===== src/rtl/sonar_sequenciador.sv =====
// sonar_sequenciador: servo sweep sequencer for the sonar.
// Steps the servo through positions 0..7 and back (ping-pong). At each position it
// waits for the servo to settle, triggers a measurement, sends the result over
// serial, then moves on.
// Optional feature: define SONAR_SEQUENCIADOR_TIMEOUT_EN to abandon a measurement
// that does not answer within T_TIMEOUT cycles. Without it the block waits forever.
module sonar_sequenciador #(
  parameter int unsigned T_POSICAO = 25_000_000,
  parameter int unsigned T_TIMEOUT = 3_000_000
) (
  input  logic       clock,
  input  logic       reset,
  input  logic       ligar,
  input  logic       pronto_medida,
  input  logic       fim_transmissao,
  output logic       medir,
  output logic       partida_tx,
  output logic [2:0] posicao,
  output logic       fim_posicao,
  output logic       timeout,
  output logic [3:0] db_estado
);

  typedef enum logic [2:0] {
    INICIAL        = 3'd0,
    PREPARA        = 3'd1,
    ESPERA_POSICAO = 3'd2,
    MEDE           = 3'd3,
    AGUARDA_MEDIDA = 3'd4,
    TRANSMITE      = 3'd5,
    AGUARDA_TX     = 3'd6,
    PROXIMA        = 3'd7
  } estado_t;

  localparam logic [31:0] LIMITE_POSICAO = 32'(T_POSICAO - 1);
  localparam logic [31:0] LIMITE_TIMEOUT = 32'(T_TIMEOUT - 1);

  estado_t     estado;
  logic        descendo;
  logic [31:0] timer;
  logic        inverte;

  // The sweep reverses when it sits at the end of travel in its current direction
  assign inverte = descendo ? (posicao == 3'd0) : (posicao == 3'd7);

  // Debug display shows the raw state encoding
  assign db_estado = {1'b0, estado};

  // Sequencer: state, timer, sweep position and registered one-cycle pulses
  always_ff @(posedge clock or negedge reset) begin
    if (!reset) begin
      estado      <= INICIAL;
      posicao     <= 3'd0;
      descendo    <= 1'b0;
      timer       <= 32'd0;
      medir       <= 1'b0;
      partida_tx  <= 1'b0;
      fim_posicao <= 1'b0;
      timeout     <= 1'b0;
    end else begin
      medir       <= 1'b0;
      partida_tx  <= 1'b0;
      fim_posicao <= 1'b0;
      timeout     <= 1'b0;
      case (estado)
        INICIAL: begin
          if (ligar) estado <= PREPARA;
        end
        PREPARA: begin
          posicao  <= 3'd0;
          descendo <= 1'b0;
          timer    <= 32'd0;
          estado   <= ESPERA_POSICAO;
        end
        ESPERA_POSICAO: begin
          if (timer == LIMITE_POSICAO) begin
            timer  <= 32'd0;
            medir  <= 1'b1;
            estado <= MEDE;
          end else begin
            timer <= timer + 32'd1;
          end
        end
        MEDE: begin
          estado <= AGUARDA_MEDIDA;
        end
        AGUARDA_MEDIDA: begin
          if (pronto_medida) begin
            timer      <= 32'd0;
            partida_tx <= 1'b1;
            estado     <= TRANSMITE;
          end
`ifdef SONAR_SEQUENCIADOR_TIMEOUT_EN
          else if (timer == LIMITE_TIMEOUT) begin
            timer       <= 32'd0;
            timeout     <= 1'b1;
            fim_posicao <= inverte;
            estado      <= PROXIMA;
          end else begin
            timer <= timer + 32'd1;
          end
`else
          else if (timer != LIMITE_TIMEOUT) begin
            // Waiting is unbounded here; the counter just saturates instead of wrapping
            timer <= timer + 32'd1;
          end
`endif
        end
        TRANSMITE: begin
          estado <= AGUARDA_TX;
        end
        AGUARDA_TX: begin
          if (fim_transmissao) begin
            fim_posicao <= inverte;
            estado      <= PROXIMA;
          end
        end
        PROXIMA: begin
          if (inverte) begin
            descendo <= ~descendo;
            posicao  <= descendo ? 3'd1 : 3'd6;
          end else begin
            posicao <= descendo ? (posicao - 3'd1) : (posicao + 3'd1);
          end
          timer  <= 32'd0;
          estado <= ligar ? ESPERA_POSICAO : INICIAL;
        end
        default: estado <= INICIAL;
      endcase
    end
  end

endmodule


===== config.mk =====
export PLATFORM = sky130hd
export DESIGN_NAME = sonar_sequenciador
export DESIGN_NICKNAME = d
export VERILOG_FILES = /design/src/rtl/sonar_sequenciador.sv
export SDC_FILE = /design/constraint.sdc
export NUM_CORES = 1
export LEC_CHECK = 0
export BUFFER_PORTS_ARGS = -buffer_cell sky130_fd_sc_hd__buf_2
export CELL_PAD_IN_SITES_DETAIL_PLACEMENT = 2
export CELL_PAD_IN_SITES_GLOBAL_PLACEMENT = 2
export CORE_AREA = 2 2 90 92
export CTS_CLUSTER_DIAMETER = 200
export DETAILED_ROUTE_END_ITERATION = 8
export DIE_AREA = 0 0 92 94
export GPL_TIMING_DRIVEN = 0
export HOLD_SLACK_MARGIN = 0.02
export PLACE_DENSITY_LB_ADDON = 0.1
export SYNTH_ARGS = -nofsm -noshare
export SYNTH_HDL_FRONTEND = slang
export SYNTH_SLANG_ARGS = --single-unit

===== constraint.sdc =====
create_clock -name clock -period 2.3 [get_ports clock]
set_input_delay 0.23 -clock clock [delete_from_list [all_inputs] [get_ports clock]]
set_output_delay 0.23 -clock clock [all_outputs]
set_load 0.1 [all_outputs]

## Yosys cells after proc, flatten, opt, wreduce, memory -nomap -nowiden

Index checks and enable logic that the tools add are counted.

- Add/sub/neg operators: 3
- Eq/ne operators: 16
- Muxes and demuxes: 23
- Bitwise operators: 1
- Reductions and logical operators: 8

Operators by type and width:

| cell | number |
|---|---|
| 32-bit 2-to-1 mux | 3 |
| 32-bit one-hot mux with 3 select lines | 1 |
| 32-bit by 1-bit adder with 32-bit output, second input constant | 1 |
| 32-bit by 25-bit == test with 1-bit output, second input constant | 1 |
| 32-bit by 22-bit inequality test with 1-bit output, second input constant | 1 |
| 3-bit one-hot mux with 8 select lines | 1 |
| 3-bit 2-to-1 mux | 7 |
| 3-bit == test, second input constant | 5 |
| 2-bit inequality test, second input constant | 5 |
| 1-bit 2-to-1 mux | 8 |
| 3-bit by 2-bit == test with 1-bit output, second input constant | 2 |
| 3-bit zero test | 2 |
| 3-bit one-hot mux with 2 select lines | 1 |
| 2-bit AND reduction | 2 |
| 4-bit AND reduction | 1 |
| 3-bit by 1-bit adder with 3-bit output, second input constant | 1 |
| 3-bit by 1-bit == test with 1-bit output, second input constant | 1 |
| 3-bit inequality test, second input constant | 1 |
| 3-bit nonzero test | 1 |
| 3-bit by 1-bit subtractor with 3-bit output, second input constant | 1 |
| 2-bit 2-to-1 mux | 1 |
| 1-bit one-hot mux with 2 select lines | 1 |
| 2-bit nonzero test | 1 |
| 2-bit OR reduction | 1 |
| 1-bit inverter | 1 |

- Flip-flop bits (word level): 42
- Input port bits: 5
- Output and inout port bits: 11

## Longest topological paths before layout

- Depth after elaboration: 4
- Mapped depth: 9
- Gate-level depth less buffers: 6

## Worst setup path after synthesis

No wires, ideal clock.

- Kind: reg2reg
- Start: register estado[2]
- End: register timer[21]
- Setup time: 0.110 ns
- Data arrival time: 2.487 ns
- Setup slack: -0.298 ns
- Cell stages (with the launch flop): 6
- Path buffers: 1
- Clock period less this slack: 2.598 ns
- Cells stage by stage: dfrtp_1 -> buf_2 -> mux2i_1 -> o21ai_1 -> nand3_2 -> o41ai_1

- Cells in the longest elaborated chain, start to end: 4
- Elaborated cells between the ends (all ways): 9
- Those cells by class: eq/ne: 5; mux: 1; reduce/logical: 3

Ends and longest elaborated chain:

| item | line | text |
|---|---|---|
| start, declared | 38 | `estado_t estado;` |
| start signal, assigned | 126 | `estado <= ligar ? ESPERA_POSICAO : INICIAL;` |
| 3-bit == test or 3-bit by 1-bit == test with 1-bit output (tied branches) | 65 | `case (estado)` |
| 2-bit OR reduction (no source line) | -- |  |
| 3-bit nonzero test (no source line) | -- |  |
| 2-bit AND reduction (no source line) | -- |  |
| end signal, assigned | 81 | `timer <= timer + 32'd1;` |
| end signal, assigned | 105 | `timer <= timer + 32'd1;` |
| end, declared | 40 | `logic [31:0] timer;` |

Several ways; a longest one is shown, not always the timed one.
A chain may end at the register's enable or synchronous reset.

## Worst setup path after layout

- Start: register timer[8]
- End: register timer[22]

- Cells in the longest elaborated chain, start to end: 4
- Elaborated cells between the ends (all ways): 9
- Those cells by class: add/sub: 1; eq/ne: 3; mux: 4; reduce/logical: 1

Ends and longest elaborated chain:

| item | line | text |
|---|---|---|
| 32-bit by 1-bit adder with 32-bit output | 81, 105 |  |
| 32-bit 2-to-1 mux | 103 | `else if (timer != LIMITE_TIMEOUT) begin` |
| 32-bit 2-to-1 mux | 88 | `if (pronto_medida) begin` |
| 32-bit one-hot mux with 3 select lines | 65 |  |

Several ways; a longest one is shown, not always the timed one. The select of a mux whose other input is x is not followed.

==> flow_summary.html <==
<table>
<tr><th>Metric</th><th>Value</th></tr>
<tr><th colspan="2">Layout</th></tr>
<tr><td>Share of post-route cells with drive strength above 1</td><td>a little under a third</td></tr>
<tr><td>Combined area of the multi-input logic cells</td><td>1530 um^2</td></tr>
<tr><td>Fin nets</td><td>329</td></tr>
<tr><td>N_diodes</td><td>0</td></tr>
<tr><td>Area growth from synthesis to layout</td><td>23.7%</td></tr>
<tr><td>Final instance area</td><td>3250 um^2</td></tr>
<tr><td>Total area of sequential cells</td><td>1060 um^2</td></tr>
<tr><td>Layout filler cell count</td><td>848</td></tr>
<tr><th colspan="2">Timing</th></tr>
<tr><td>Max-slew violation total from the final report</td><td>0</td></tr>
<tr><td>Skew final</td><td>0.00629 ns</td></tr>
<tr><td>Fmax achieved</td><td>around 440 MHz</td></tr>
<tr><td>Final Critical Period</td><td>2.26 ns</td></tr>
<tr><td>Final setup viols</td><td>0</td></tr>
<tr><td>RSZ-0062 raised after global routing</td><td>yes</td></tr>
<tr><td>Worst hold-check slack</td><td>0.0912 ns</td></tr>
<tr><td>Portion of the clock cycle consumed by the worst path in the final layout</td><td>98.4%</td></tr>
<tr><td>Sum Neg Setup Slack</td><td>0 ns</td></tr>
<tr><td>Worst slew slack as a fraction of its limit</td><td>32.4%</td></tr>
<tr><td>Number of hold violations in the final report</td><td>0</td></tr>
<tr><td>Slew of the pin with the lowest slew margin</td><td>about 1.0 ns</td></tr>
<tr><th colspan="2">Floorplan</th></tr>
<tr><td>Die Footprint</td><td>8650 um^2</td></tr>
<tr><td>Core area</td><td>7610 um^2</td></tr>
<tr><td>Height of the die</td><td>~94 um</td></tr>
<tr><td>Starting utilization of the core area</td><td>between 30 and 40%</td></tr>
<tr><td>Top-level I/O count</td><td>16</td></tr>
<tr><td>Chip width</td><td>92 um</td></tr>
<tr><td>Floorplan row count</td><td>32</td></tr>
<tr><th colspan="2">Placed design</th></tr>
<tr><td>Placement Cell Area</td><td>2840 um^2</td></tr>
<tr><td>Half-perimeter wire length of the detailed placement result</td><td>between 5000 and 6000 um</td></tr>
<tr><td>PortBufs</td><td>13</td></tr>
<tr><td>RePlAce Congestion</td><td>slightly above 0.8</td></tr>
<tr><th colspan="2">GRT</th></tr>
<tr><td>Vias in the first global route</td><td>2538</td></tr>
<tr><td>Antenna violations before repair</td><td>0</td></tr>
<tr><td>Overall Global Routing Usage</td><td>between 20% and 30%</td></tr>
<tr><td>Wire length of the first global-routing pass</td><td>approximately 15000 um</td></tr>
<tr><td>Residual overflow from global routing</td><td>0</td></tr>
<tr><td>Maximum number of pins on one net before global-route repair</td><td>43</td></tr>
<tr><th colspan="2">Synth</th></tr>
<tr><td>Post-Syn Area</td><td>approximately 2600 um^2</td></tr>
<tr><td>Fraction of post-synthesis cell area in the top cell type by area</td><td>40.0%</td></tr>
<tr><td>Cell count after synthesis</td><td>281</td></tr>
<tr><td>Cell type contributing the most total cell area after synthesis</td><td>dfrtp_1</td></tr>
<tr><td>EDFF count, synth</td><td>0</td></tr>
<tr><td>Async S/R FF share, synth</td><td>100%</td></tr>
<tr><td>Number of storage elements in the synthesis netlist</td><td>between 40 and 50</td></tr>
<tr><td>Prevailing post-synth register cell</td><td>dfrtp_1</td></tr>
<tr><td>Proportion of synthesized chip area in sequential cells</td><td>40.0%</td></tr>
<tr><td>Number of different library cells in the post-synthesis netlist</td><td>59</td></tr>
<tr><td>Ys Warns</td><td>0</td></tr>
<tr><td>Synth Area per Inst</td><td>just over 9 um^2</td></tr>
<tr><td>Cells taking the most area after synthesis</td><td>dfrtp_1 40%, nand2_1 3.3%, a21oi_1 3.2%</td></tr>
<tr><th colspan="2">Clock tree</th></tr>
<tr><td>Largest buffer count on any clock path</td><td>2</td></tr>
<tr><td>Number of clock sinks</td><td>42</td></tr>
<tr><td>Clock root buffer master</td><td>clkbuf_8</td></tr>
<tr><td>TritonCTS clock tree</td><td>yes</td></tr>
<tr><td>Later-pin clock latency in the skew report</td><td>0.30 ns</td></tr>
<tr><td>Cts bufs inserted</td><td>5</td></tr>
<tr><td># H-tree levels</td><td>2</td></tr>
<tr><td>Number of buffers inserted for hold repair after clock tree synthesis</td><td>0</td></tr>
<tr><td>Clk slew on worst S/H paths</td><td>0.09 ns</td></tr>
<tr><th colspan="2">Routing</th></tr>
<tr><td>Sum of met2 wire segment lengths after detailed routing</td><td>4460 um</td></tr>
<tr><td>Via count</td><td>2475</td></tr>
<tr><td>Routed length per instance</td><td>about 21 um</td></tr>
<tr><td>Top Layer Used</td><td>met4</td></tr>
<tr><td>Routed vias/inst</td><td>5.82</td></tr>
<tr><td>Post-detailed-route DRC marker count</td><td>0</td></tr>
<tr><td>Routed length on met1</td><td>4290 um</td></tr>
<tr><td>Wire length after detailed routing</td><td>9090 um</td></tr>
<tr><td>Met3 WL</td><td>about 260 um</td></tr>
<tr><td>First-pass iteration count of the detailed router</td><td>4</td></tr>
<tr><td>Number of antenna-violating nets in the routed design</td><td>0</td></tr>
<tr><td>Drt initial violations</td><td>around 110</td></tr>
<tr><th colspan="2">Setup path</th></tr>
<tr><td>Worst EP arrival</td><td>2.45 ns</td></tr>
<tr><td>CP Launch Type</td><td>flip-flop</td></tr>
<tr><td>Required time reported for the critical path endpoint</td><td>2.49 ns</td></tr>
<tr><td>Type of the setup path with the least slack</td><td>reg -&gt; reg</td></tr>
<tr><td>Capturing element type of the critical path</td><td>flip-flop</td></tr>
<tr><td>R2R cell count</td><td>7</td></tr>
<tr><td>Biggest fanout along the worst timing path</td><td>5</td></tr>
<tr><th colspan="2">Power</th></tr>
<tr><td>Share of power burned in the clock network</td><td>14.4%</td></tr>
<tr><td>Maximum resistive drop on vdd</td><td>between 0.6 and 0.7 mV</td></tr>
<tr><td>Power share of the combinational group</td><td>62.1%</td></tr>
<tr><td>Sequential power share</td><td>23.5%</td></tr>
<tr><td>Switch Pwr</td><td>2.19 mW</td></tr>
<tr><td>Share of total power consumed by net switching</td><td>51.7%</td></tr>
<tr><td>Leak pwr</td><td>between 1 and 1.5 nW</td></tr>
<tr><td>Internal cell power</td><td>just over 2 mW</td></tr>
<tr><td>Areal power density over the cells</td><td>1300 nW/um^2</td></tr>
<tr><th colspan="2">Flow run</th></tr>
<tr><td>Max-capacitance violation count</td><td>0</td></tr>
<tr><th colspan="2">Min path</th></tr>
<tr><td>Worst min path class</td><td>in -&gt; async</td></tr>
<tr><th colspan="2">Status</th></tr>
<tr><td>Run status</td><td>finished clean</td></tr>
</table>
worst max-delay path, stage by stage (launching register included):
cell and delay, ns:
dfrtp_2 0.47, nor4_4 0.30, nand4_1 0.20, or4_4 0.63, a21oi_4 0.24, buf_6 0.14
buf_8 0.12, nor2_2 0.05
synth_stat cells (2+ instances only):
cell	number
dfrtp_1	42
nand2_1	23
a21oi_1	17
o21ai_0	15
nor2_1	14
nand3_1	13
or3_1	13
inv_1	11
nand4_1	10
o31ai_1	7
clkbuf_1	6
or4_1	6
xor2_1	6
a31oi_1	5
a32oi_1	5
buf_4	5
buf_6	5
nor4_1	5
xnor2_1	5
a22o_1	4
and3_1	4
nor3_1	4
nor4b_1	4
and4_1	3
nand3_2	3
o22ai_1	3
a211oi_1	2
and2_2	2
and4_2	2
and4bb_2	2
mux2i_1	2
nand2b_1	2
nor2_2	2
nor4_2	2
o2bb2ai_1	2
o41ai_1	2
final timing paths:
| check | from | endpoint | slack [ns] |
|---|---|---|---|
| worst max register to register | timer[8]$_DFFE_PN0P_ | timer[22]$_DFFE_PN0P_ | 0.04 |
| worst min-delay path | reset | timer[25]$_DFFE_PN0P_ | 0.09 |
| max in group asynchronous | reset | estado[1]$_DFFE_PN0P_ | 1.45 |
| min in group clock | fim_transmissao | fim_posicao$_DFF_PN0_ | 0.23 |
| worst min register to register | timer[31]$_DFFE_PN0P_ | timer[31]$_DFFE_PN0P_ | 0.55 |
| worst max-delay path | timer[8]$_DFFE_PN0P_ | timer[22]$_DFFE_PN0P_ | 0.04 |
cells in the final DEF (no fill, tap or decap), types with 3 or more instances in the layout:
cell type  instances
and3_1             3
nor4_4             3
o22ai_1            3
xor2_1             6
nand4_1           10
and4_1             3
clkbuf_1           5
nor3_1             4
nand2_1           23
nor2_2             6
or3_1             13
inv_1             11
o21ai_0           15
buf_6              6
nand3_1           12
a21oi_2            3
nand3_2            3
a31oi_1            5
a22o_1             4
a21oi_1           14
clkbuf_8           5
o31ai_1            7
dfrtp_1           33
buf_2             14
a32oi_1            5
or4_1              5
xnor2_1            5
buf_4             26
dfrtp_2            8
nor2_1            10
nor4_1             3
logic make-up after synthesis:
group,after synthesis,share of synthesized area (%)
buffers and inverters,29,6.72
adders and majority gates,2,1.24
AOI/OAI and AO/OA,73,19.1
other,1,0.143
and+or+nand+nor,120,27.3
DFF,42,40.0
xor gates and xnor gates,12,4.72
muxes,2,0.763
cell type report:
| type | count | share of cell area (%) |
|---|---|---|
| well taps | 102 | 3.93 |
| clock inverters | 1 | 0.924 |
| repair buffers | 38 | 8.01 |
| inverters | 11 | 1.27 |
| multi-input cells | 211 | 47.2 |
| flip-flops and latches | 42 | 32.8 |
| plain buffers | 13 | 3.51 |
| clock buffers | 7 | 2.35 |
stage by stage:
stage	std cells	utilization, %	total power, mW	setup slack, ns
detailed placement	397	37.3	3.33	-0.526
floorplan	282	-	2.65	0.0124
global route	425	42.7	4.48	-0.0306
global placement	397	37.3	3.28	-0.491
CTS	420	41.5	4.30	0.00121
finish	425	42.7	4.23	0.0370
per-layer routing:
layer  global-route usage (%)  vias to the layer above
met5                        0                        -
met4                     5.72                        0
met3                     2.57                        6
met2                     35.4                       38
met1                     30.9                     1291
li1                         -                     1140
power by group through the flow:
stage          Sequential, mW  Clock, mW  Combinational (mW)
6_report                0.995      0.609                2.63
5_1_grt                  1.02      0.643                2.82
4_1_cts                 0.970      0.620                2.71
3_5_place_dp            0.986          0                2.34
3_3_place_gp            0.970          0                2.31
2_1_floorplan            1.37          0                1.28
state kept, by name (all words and copies together) (netlist names):
register     cells
fim_posicao      1
medir            1
descendo         1
partida_tx       1
timer           32
estado           3
posicao          3
repair_timing:
action                                  4_1_cts  5_1_grt
buffers inserted                             16        9
pin swaps                                     6       10
endpoints found under the setup margin       32       33
gates cloned                                  1        0
resized for setup                            17       20
No activity file was read; power rests on OpenSTA's default activity.
